File: src/rtl/band_scale_sched.sv
`default_nettype none
// ============================================================================
//  Module      : band_scale_sched
//  Description : Time-multiplexed band-gain scheduler. One shared squared-pot
//                multiplier scales every band, results are accumulated and
//                emitted as one saturated mixed sample per strobe.
//  Revision    : 1.0 - initial release
// ============================================================================
module band_scale_sched #(
    parameter int NUM_BANDS = 5
) (
    input  logic                     clk,
    input  logic                     rst_n,
    input  logic                     i_smpl_vld,
    input  logic [12*NUM_BANDS-1:0]  i_pots,
    input  logic [16*NUM_BANDS-1:0]  i_bands,
    output logic [15:0]              o_mix_out,
    output logic                     o_mix_vld,
    output logic                     o_busy,
    output logic                     o_overrun
);

    localparam int             IDX_W  = (NUM_BANDS > 1) ? $clog2(NUM_BANDS) : 1;
    localparam logic [IDX_W-1:0] C_LAST = IDX_W'(NUM_BANDS - 1);

    typedef enum logic [1:0] {
        S_IDLE = 2'd0,
        S_SQ   = 2'd1,
        S_MUL  = 2'd2,
        S_DONE = 2'd3
    } state_t;

    state_t                 r_state;
    state_t                 w_state_nxt;
    logic                   w_accept;

    logic [11:0]            r_pot  [NUM_BANDS];
    logic signed [15:0]     r_band [NUM_BANDS];
    logic [IDX_W-1:0]       r_idx;
    logic [11:0]            r_sq;
    logic signed [18:0]     r_acc;
    logic [15:0]            r_mix_out;
    logic                   r_mix_vld;
    logic                   r_overrun;

    logic [11:0]            w_pot;
    logic signed [15:0]     w_band;
    logic [11:0]            w_sq;
    logic signed [28:0]     w_sq_s;
    logic signed [28:0]     w_band_s;
    logic signed [28:0]     w_prod;
    logic                   w_band_ovf;
    logic signed [15:0]     w_bres;
    logic                   w_mix_ovf;
    logic [15:0]            w_sat_mix;

    // Shared gain path: gain = top 12 bits of pot^2, always non-negative
    assign w_pot      = r_pot[r_idx];
    assign w_band     = r_band[r_idx];
    assign w_sq       = 12'(({12'd0, w_pot} * {12'd0, w_pot}) >> 12);
    assign w_sq_s     = {17'd0, r_sq};
    assign w_band_s   = {{13{w_band[15]}}, w_band};
    assign w_prod     = w_sq_s * w_band_s;
    assign w_band_ovf = (w_prod[28:25] != 4'b0000) && (w_prod[28:25] != 4'b1111);
    assign w_bres     = w_band_ovf ? (w_prod[28] ? 16'sh8000 : 16'sh7FFF)
                                   : 16'(w_prod >> 10);

    assign w_mix_ovf  = (r_acc[18:15] != 4'b0000) && (r_acc[18:15] != 4'b1111);
    assign w_sat_mix  = w_mix_ovf ? (r_acc[18] ? 16'h8000 : 16'h7FFF) : r_acc[15:0];

    always_comb begin
        w_state_nxt = r_state;
        w_accept    = 1'b0;
        case (r_state)
            S_IDLE: begin
                if (i_smpl_vld) begin
                    w_accept    = 1'b1;
                    w_state_nxt = S_SQ;
                end
            end
            S_SQ:   w_state_nxt = S_MUL;
            S_MUL:  w_state_nxt = (r_idx == C_LAST) ? S_DONE : S_SQ;
            S_DONE: w_state_nxt = S_IDLE;
            default: w_state_nxt = S_IDLE;
        endcase
    end

    always_ff @(posedge clk or negedge rst_n) begin
        if (!rst_n) begin
            r_state <= S_IDLE;
        end else begin
            r_state <= w_state_nxt;
        end
    end

    always_ff @(posedge clk or negedge rst_n) begin
        if (!rst_n) begin
            for (int b = 0; b < NUM_BANDS; b++) begin
                r_pot[b]  <= '0;
                r_band[b] <= '0;
            end
            r_idx     <= '0;
            r_sq      <= '0;
            r_acc     <= '0;
            r_mix_out <= '0;
            r_mix_vld <= 1'b0;
            r_overrun <= 1'b0;
        end else begin
            r_mix_vld <= 1'b0;
            // Strobes arriving mid-sequence are dropped, only flagged
            r_overrun <= i_smpl_vld && (r_state != S_IDLE);
            if (w_accept) begin
                for (int b = 0; b < NUM_BANDS; b++) begin
                    r_pot[b]  <= i_pots[12*b +: 12];
                    r_band[b] <= i_bands[16*b +: 16];
                end
                r_acc <= '0;
                r_idx <= '0;
            end
            case (r_state)
                S_SQ: r_sq <= w_sq;
                S_MUL: begin
                    r_acc <= r_acc + {{3{w_bres[15]}}, w_bres};
                    if (r_idx != C_LAST) begin
                        r_idx <= r_idx + IDX_W'(1);
                    end
                end
                S_DONE: begin
                    r_mix_out <= w_sat_mix;
                    r_mix_vld <= 1'b1;
                end
                default: ;
            endcase
        end
    end

    assign o_mix_out = r_mix_out;
    assign o_mix_vld = r_mix_vld;
    assign o_busy    = (r_state != S_IDLE);
    assign o_overrun = r_overrun;

endmodule
`default_nettype wire

File: config.mk
export PLATFORM = sky130hd
export DESIGN_NAME = band_scale_sched
export DESIGN_NICKNAME = d
export VERILOG_FILES = /design/src/rtl/band_scale_sched.sv
export SDC_FILE = /design/constraint.sdc
export NUM_CORES = 1
export LEC_CHECK = 0
export ABC_AREA = 1
export BUFFER_PORTS_ARGS = -buffer_cell sky130_fd_sc_hd__buf_2
export CELL_PAD_IN_SITES_DETAIL_PLACEMENT = 1
export CELL_PAD_IN_SITES_GLOBAL_PLACEMENT = 2
export CORE_MARGIN = 2
export CORE_UTILIZATION = 40
export DETAILED_ROUTE_END_ITERATION = 6
export MAX_ROUTING_LAYER = met4
export PLACE_DENSITY = 0.89
export SLEW_MARGIN = 30
export SYNTH_ARGS = -nofsm -noshare
export SYNTH_HDL_FRONTEND = slang
export SYNTH_SLANG_ARGS = --single-unit
export TNS_END_PERCENT = 100
File: constraint.sdc
create_clock -name clk -period 25.2 [get_ports clk]
set_clock_uncertainty 0.05 [all_clocks]
set_input_delay 1.26 -clock clk [delete_from_list [all_inputs] [get_ports clk]]
set_output_delay 1.26 -clock clk [all_outputs]
set_load 0.01 [all_outputs]
## Word-level counts from Yosys, hierarchy flattened

Index checks and enable logic that the tools add are counted.

| operators by class | value |
|---|---|
| mux-type cells | 21 |
| eq/ne operators | 8 |
| order comparisons | 1 |
| add/sub/neg operators | 2 |
| $mul | 2 |
| bitwise operators | 1 |
| reduce and logical (&&, ||, !) cells | 8 |

Operators with widths:

| kind | count |
|---|---|
| two-way mux 16 bit | 6 |
| binary-select mux 16 bit (select 3 bit) | 1 |
| two-way mux 19 bit | 2 |
| binary-select mux 12 bit (select 3 bit) | 1 |
| multiplier 13 x 16 -> 29 bit | 1 |
| multiplier 12 x 12 -> 24 bit | 1 |
| two-way mux 12 bit | 2 |
| adder 19 bit | 1 |
| two-way mux 3 bit | 3 |
| inequality test 4 bit, second input constant | 2 |
| one-hot mux 2 bit (4 select lines) | 1 |
| nonzero test 4 bit | 2 |
| equality test 2 bit, second input constant | 2 |
| >= comparator 4 bit, second input constant | 1 |
| two-way mux 2 bit | 2 |
| inverter 3 -> 4 bit | 1 |
| nonzero test 2 bit | 2 |
| adder 3 x 1 -> 3 bit, second input constant | 1 |
| equality test 3 bit, second input constant | 1 |
| logical AND 1 bit | 3 |
| two-way mux 1 bit | 3 |
| inequality test 3 bit, second input constant | 1 |
| equality test 2 x 1 -> 1 bit, second input constant | 1 |
| logical NOT 2 bit | 1 |
| inequality test 2 bit, second input constant | 1 |

| storage, ports and cells | value |
|---|---|
| input bits | 143 |
| flip-flop bits (word level) | 194 |

## Depth between registers and ports, before layout

Gate-level depths: netlist of run 1.

| logic depth | value |
|---|---|
| depth after elaboration | 10 |
| mapped depth | 54 |
| mapped depth without buffers | 51 |

## Least setup slack after synthesis of run 1

No wires, ideal clock.

| path | value |
|---|---|
| path type | register to register |
| from | reg r_idx[0] |
| to | reg r_acc[16] |
| arrival time | 8.231 ns |
| stages on the path, launching flop included | 50 |
| path slack | 16.793 ns |
| period minus slack after synthesis | 8.407 ns |
| path buffers | 4 |
| cells stage by stage | dfrtp_1 > buf_4 > buf_2 > clkbuf_1 > a21oi_1 > o21ai_0 > nand3_1 > nand2_1 > clkinv_1 > nor2_1 > inv_1 > fa_1 > fa_1 > fa_1 > inv_1 > fa_1 > inv_1 > fa_1 > [14 not listed] > a21oi_2 > ha_1 > inv_1 > fa_1 > inv_1 > nand2_1 > nor3_1 > nor2_1 > nor2_1 > nand3_1 > nand2_1 > nand2_1 > nor2_1 > o21ai_0 > nand2_1 > a21oi_1 > nor2_1 > o22ai_1 |

| between the ends | value |
|---|---|
| cells in the longest elaborated chain, start to end | 10 |
| elaborated cells between the ends (all ways) | 12 |
| classes of those cells | 1 x add/sub; 1 x mul; 1 x eq/ne; 6 x mux; 1 x bitwise; 2 x reduce/logical |

Ends and longest elaborated chain:

| what | line | text |
|---|---|---|
| start, declared | 39 | `logic [IDX_W-1:0] r_idx;` |
| start signal, assigned | 125 | `r_idx <= r_idx + IDX_W'(1);` |
| inverter 3 -> 4 bit (implied by the code) * | 59 | `assign w_band = r_band[r_idx];` |
| binary-select mux 16 bit (select 3 bit) * | 59 |  |
| two-way mux 16 bit (implied by the code) * (2 in series) | 59 |  |
| multiplier 13 x 16 -> 29 bit * | 63 | `assign w_prod = w_sq_s * w_band_s;` |
| inequality test 4 bit or nonzero test 4 bit (tied branches) | 64 | `assign w_band_ovf = (w_prod[28:25] != 4'b0000) && (w_prod[28:25] != 4'b1111);` |
| logical AND 1 bit | 64 |  |
| two-way mux 16 bit * | 65 | `assign w_bres = w_band_ovf ? (w_prod[28] ? 16'sh8000 : 16'sh7FFF)` |
| adder 19 bit * | 123 | `r_acc <= r_acc + {{3{w_bres[15]}}, w_bres};` |
| two-way mux 19 bit * | 120 | `case (r_state)` |
| end signal, assigned | 123 |  |
| end, declared | 41 | `logic signed [18:0] r_acc;` |

Mark *: on every way between the ends. The rest lies on a longest branch, timed or not. The select of a mux whose other input is x is not followed.
A chain may end at the register's enable or synchronous reset.

## Final worst setup path of run 1

Same ends and word-level chain as after synthesis.

==> results of run 1 <==
## cells in the final DEF (no fill, tap or decap), types with 4 or more instances in the layout
| cell | instances |
|---|---|
| nand2_1 | 753 |
| inv_1 | 539 |
| fa_1 | 255 |
| dfrtp_1 | 193 |
| nor2_1 | 162 |
| buf_2 | 160 |
| ha_1 | 138 |
| o21ai_0 | 131 |
| a21oi_1 | 125 |
| nand3_1 | 85 |
| xnor2_1 | 25 |
| xor2_1 | 17 |
| clkbuf_16 | 17 |
| o21ai_1 | 14 |
| nor3_1 | 14 |
| a21oi_2 | 13 |
| buf_4 | 11 |
| a32o_1 | 8 |
| nand2_2 | 8 |
| nand4_1 | 8 |
| inv_2 | 4 |
| nor4_1 | 4 |
| a31oi_1 | 4 |
| o21bai_1 | 4 |
| o21a_1 | 4 |
| inv_6 | 4 |
## state kept, by name (all words and copies together), names as in the netlist
register   flops
o_mix_out     16
o_mix_vld      1
o_overrun      1
r_acc         19
r_band        80
r_idx          3
r_pot         60
r_sq          12
r_state        2
## metal layers
layer  part of all wire  track usage  vias to the layer above
li1                   -            -                     8154
met1               0.45        0.311                     8584
met2               0.50        0.420                      313
met3              0.027       0.0252                       84
met4              0.030       0.0790                        0
met5                  0            -                        -
## cell type report
type | count | area (um2)
Fill cell | 6325 | 27800
Sequential cell | 194 | 4860
Multi-Input combinational cell | 1806 | 13200
Timing Repair Buffer | 174 | 921
Inverter | 544 | 2040
Tap cell | 672 | 841
Clock inverter | 13 | 161
Clock buffer | 19 | 443
## through the flow
| stage | cell area (um2) | hold slack [ns] | std cells |
|---|---|---|---|
| 5_1_grt | 22400 | 0.452 | 3422 |
| 3_5_place_dp | 21800 | 0.409 | 3390 |
| 4_1_cts | 22400 | 0.429 | 3422 |
| 6_report | 22400 | 0.427 | 3422 |
| 2_1_floorplan | 20400 | 0.392 | 2631 |
| 3_3_place_gp | 21800 | 0.405 | 3390 |
## logic make-up (layout without fill, tap and decap cells)
family,Yosys count,in the layout,share of synthesized area
buffers and inverters,631,750,0.118
DFF,194,194,0.238
and+or+nand+nor,1048,1048,0.204
adders and majority gates,393,393,0.335
AOI/OAI and AO/OA,323,323,0.0878
xor gates and xnor gates,42,42,0.0180
## worst paths after layout
kind | to | slack, ns | cells after the start
hold reg to reg | r_band[16]$_DFFE_PN0P_ | 0.43 | 2
setup reg to reg | r_acc[16]$_DFFE_PN0P_ | 14.25 | 46
hold / removal | r_band[16]$_DFFE_PN0P_ | 0.43 | 2
max in group asynchronous | r_sq[11]$_DFFE_PN0N_ | 22.91 | 2
min in group asynchronous | o_mix_out[12]$_DFFE_PN0P_ | 0.78 | 1
setup / recovery | r_acc[16]$_DFFE_PN0P_ | 14.25 | 46
## worst reg2reg max path, delay by kind of cell (launching register included)
| kind | cells | cell delay, ns |
|---|---|---|
| AO/OA/AOI/OAI | 4 | 0.49 |
| adder cells (fa/ha/maj) | 8 | 3.84 |
| buffers and inverters | 9 | 2.39 |
| flip-flops | 1 | 0.39 |
| AND/OR/NAND/NOR | 25 | 3.71 |
==> flow_summary.toml, run 1 <==
[floorplanning]
io-pin-count = 162
rows = 82
die-area_um2 = 52900
die_h_um = 230
fp.dieW_um = 230
fp.coreArea_um2 = 50300
initial_core_util = 0.406

[logic_synthesis]
synth_top_area_cell = "fa_1"
synthArstFlopShare = 1.00
ys_warn_count = 0
synth-main-ff-cell = "dfrtp_1"
synth_edf_count = 0
synth_area_leaders = "fa_1 25%, dfrtp_1 24%, nand2_1 14%"
yosysUniqueCellTypes = 49
synth_top_area_share = 0.250
yosysSeqAreaShare = 0.238
ys_seq_elements = 194
synthCells = 2631
syn-num-nets = 3167
synth.top_cells.by_count = "753 x nand2_1, 539 x inv_1, 255 x fa_1, 194 x dfrtp_1, 164 x nor2_1"
synth_area_per_cell_um2 = 7.76
synth_area_um2 = 20400
synth.most_common_cell = "nand2_1"

[timing]
finalWorstSetupSlack_ns = 14.25
slew_violations = 0
setup_viol = 0
hold_violations = 0
rsz0062_at_grt = "no"
fin_tns_setup_ns = 0
tightest_slew_ns = 0.966
clock.fmax_ghz = 0.0914
min_period_ns = 10.95
period_share = 0.434
max-slew-margin-rel = 0.351

[routing]
drt_first_pass_iters = 5
drc_errors = 0
ant_nets = 0
wl_per_cell_um = 17.8
dr_total_vias = 17100
wl_mm = 61.0
via_per_inst = 5.01
drt-initial-drc-count = 748

[clock_network]
clkTransAtPathRegs_ns = 0.08
clockRootBuffer = "clkbuf_16"
cts_buffer_depth = 2
cts_hold_buf = 0
cts.htree.levels = 4
cts_buffers = 17
cts_setup_buffers = 0
clkLatencyLatePin_ns = 0.47
clock_sinks = 194
cts_tree = "yes"
cts_resized = 0

[worst_setup_path]
crit_fanout = 86
arrival_ns = 11.29
path_delay_family = "adder cells"
r2r_start = "r_idx[0]$_DFF_PN0_"
crit_slowest_cell = "fa_1"
critPathLaunchType = "register"
slowest_delay_ns = 0.77
critPathKind = "register to register"
critPathRequiredTime_ns = 25.54
crit_path_end_kind = "register"
worst-path-buf-inv = 9
critPathMostFrequentCell = "nand2_1"
startpoint = "r_idx[0]$_DFF_PN0_"

[placed_design]
dpl.hpwl_mm = 49.9
portBuffers = 161
gp_congestion = 0.948
dp_slack_ns = 14.37

[job]
drv_cap = 0

[global_routing]
grt_start_max_net_pins = 114
grt_use_total = 0.247
antenna_found_initial = 0
grt_pass1_wl_mm = 101
grt_pass1_vias = 19300
grt_overflow = 0

[finish]
syn_to_final_growth_pct = 9.95
nets = 3273
antenna_cells = 0
drive_gt1_frac = 0.0887
fin_util = 0.446

[hold_path]
worstHoldStart = "r_band[16]$_DFFE_PN0P_"
hold_path_class = "register to register"

[status]
outcome = "completed"
Power of run 1 is left out: the tool's default activity adds up to more than one toggle a clock period on the data nets, which glitch-free logic cannot reach.
==> run 2, diff against run 1 <==
ABC_AREA = 0   (was 1)
CORE_UTILIZATION = 39   (was 40)
PLACE_DENSITY = 0.84   (was 0.89)
clock period = 11.42 ns   (was 25.2 ns; I/O delays follow)
==> run 2 against run 1 <==
  * Cell count decreased by 11%
  * Register-to-register slack worse by 13 ns
  * First-iteration DRC count down 8.3%
  * Cell area fell by 2.4%
  * Count of clock-buffer cells in the layout did not move
  * Utilization down 1.0 points
  * Sequential share of layout area increased by 0.55 points
  * Synthesized area fell by 2.7%
  * Highest routed layer unchanged
  * Global-route usage is 2.5 points lower
  * Die area is 0.24% lower
  * Critical path depth decreased by 11
  * Setup slack got worse by 13 ns
==> flow_summary.toml, run 2 <==
[worst_setup_path]
critPathLaunchType = "register"
worst-path-buf-inv = 6
crit_path_end_kind = "register"
crit_slowest_cell = "dfrtp_4"
crit_fanout = 25
critPathKind = "register to register"
path_delay_family = "adder cells"
slowest_delay_ns = 0.69
critPathRequiredTime_ns = 11.72
critPathMostFrequentCell = "fa_1"
arrival_ns = 10.64

[logic_synthesis]
synth-main-ff-cell = "dfrtp_1"
synth_top_area_share = 0.257
synth_top_area_cell = "fa_1"
synthCells = 2250
synth.most_common_cell = "nand2_1"
ys_seq_elements = 194
synth_area_leaders = "fa_1 26%, dfrtp_1 24%, nand2_1 11%"
syn-num-nets = 2786
yosysUniqueCellTypes = 69
ys_warn_count = 0
synth_area_um2 = 19900
yosysSeqAreaShare = 0.245
synthArstFlopShare = 1.00
synth_area_per_cell_um2 = 8.82
synth.top_cells.by_count = "607 x nand2_1, 367 x inv_1, 255 x fa_1, 194 x dfrtp_1, 138 x ha_1"
synth_edf_count = 0

[timing]
clock.fmax_ghz = 0.0967
hold_violations = 0
setup_viol = 0
rsz0062_at_grt = "no"
slew_violations = 0
fin_tns_setup_ns = 0
period_share = 0.906
tightest_slew_ns = 0.914
min_period_ns = 10.34
max-slew-margin-rel = 0.391

[clock_network]
cts_hold_buf = 0
cts_buffer_depth = 2
cts_buffers = 17
cts_tree = "yes"
cts_resized = 0
cts_setup_buffers = 0
clkLatencyLatePin_ns = 0.47
clockRootBuffer = "clkbuf_16"
clock_sinks = 194
cts.htree.levels = 4
clkTransAtPathRegs_ns = 0.08

[routing]
drc_errors = 0
drt_first_pass_iters = 5
wl_mm = 54.7
wl_per_cell_um = 18.0
drt-initial-drc-count = 686
via_per_inst = 5.03
ant_nets = 0
dr_total_vias = 15300

[finish]
drive_gt1_frac = 0.115
regMostFlops = "r_band"
antenna_cells = 0
final_cell_mix = "606 x nand2_1, 367 x inv_1, 255 x fa_1"
final_common_cell = "nand2_1"
nets = 2888
fin_util = 0.436
fillCellCount = 5921
syn_to_final_growth_pct = 10.3
largest_register_ffs = 80
top_regs = "r_band (80), r_pot (60), r_acc (19)"

[placed_design]
portBuffers = 161
gp_congestion = 0.834
dpl.hpwl_mm = 44.8

[global_routing]
antenna_found_initial = 1
grt_pass1_wl_mm = 90.2
grt_use_total = 0.222
grt_start_max_net_pins = 95
grt_pass1_vias = 17100
grt_overflow = 0

[floorplanning]
fp.dieW_um = 230
initial_core_util = 0.396
io-pin-count = 162
rows = 82
fp.coreArea_um2 = 50200
die_h_um = 230
die-area_um2 = 52700

[status]
outcome = "completed"

[job]
drv_cap = 0

[hold_path]
hold_path_class = "primary input to async pin"
-- run 2: changes by cell type after synthesis, sizes merged, moves of 23 or more --
| cell | before | now |
|---|---|---|
| nand3 | 88 | 8 |
| o21ai | 146 | 57 |
| nor2 | 164 | 98 |
| nand2 | 762 | 607 |
| inv | 543 | 367 |
| mux4 | 0 | 23 |
| a21oi | 138 | 70 |
| and2 | 1 | 79 |
-- run 2: routing by layer --
| metal | vias up | routed length [um] | GRT usage |
|---|---|---|---|
| met5 | - | 0 | - |
| met4 | 0 | 1100 | 0.0562 |
| met3 | 53 | 1940 | 0.0286 |
| met2 | 266 | 26300 | 0.359 |
| met1 | 7843 | 25300 | 0.296 |
| li1 | 7120 | - | - |
-- run 2: logic make-up (layout without fill, tap and decap cells) --
group / after synthesis / in the layout / synth area share
DFF: 194 / 194 / 0.245
xor gates and xnor gates: 52 / 52 / 0.0236
AOI/OAI and AO/OA: 230 / 230 / 0.0762
muxes: 39 / 39 / 0.0345
and+or+nand+nor: 874 / 874 / 0.187
adders and majority gates: 393 / 393 / 0.344
buffers and inverters: 468 / 583 / 0.0898
-- run 2: layout make-up --
cell class                      count  area (um2)  share of cell area
Multi-Input combinational cell   1588       13200               0.604
Sequential cell                   194        4860               0.222
Inverter                          368        1380              0.0631
Timing Repair Buffer              183        1010              0.0459
Tap cell                          672         841              0.0384
Clock buffer                       19         443              0.0202
Clock inverter                     13         139             0.00634
-- run 2: path summary, 6_finish.rpt --
kind / startpoint / endpoint / slack (ns) / depth (start not counted)
max in group asynchronous: rst_n / r_acc[6]$_DFFE_PN0P_ / 9.49 / 4
max: r_idx[0]$_DFF_PN0_ / r_acc[18]$_DFFE_PN0P_ / 1.08 / 35
min in group clk: i_bands[46] / r_band[46]$_DFFE_PN0P_ / 0.24 / 3
min: rst_n / r_pot[31]$_DFFE_PN0P_ / 0.02 / 1
max reg2reg: r_idx[0]$_DFF_PN0_ / r_acc[18]$_DFFE_PN0P_ / 1.08 / 35
min reg2reg: r_band[43]$_DFFE_PN0P_ / r_band[43]$_DFFE_PN0P_ / 0.43 / 2
-- run 2: through the flow --
stage                     hold WS [ns]  instances  instance area [um2]  setup WS, ns
final                           0.0215       3037                21900          1.08
after global routing            0.0383       3037                21900         0.333
after CTS                      0.00692       3035                21800         0.906
after detailed placement         0.412       3003                21300         0.943
after global placement           0.403       3002                21300          1.44
after floorplan                  0.225       2250                19900          2.13
Power of run 2 is left out for the same reason.
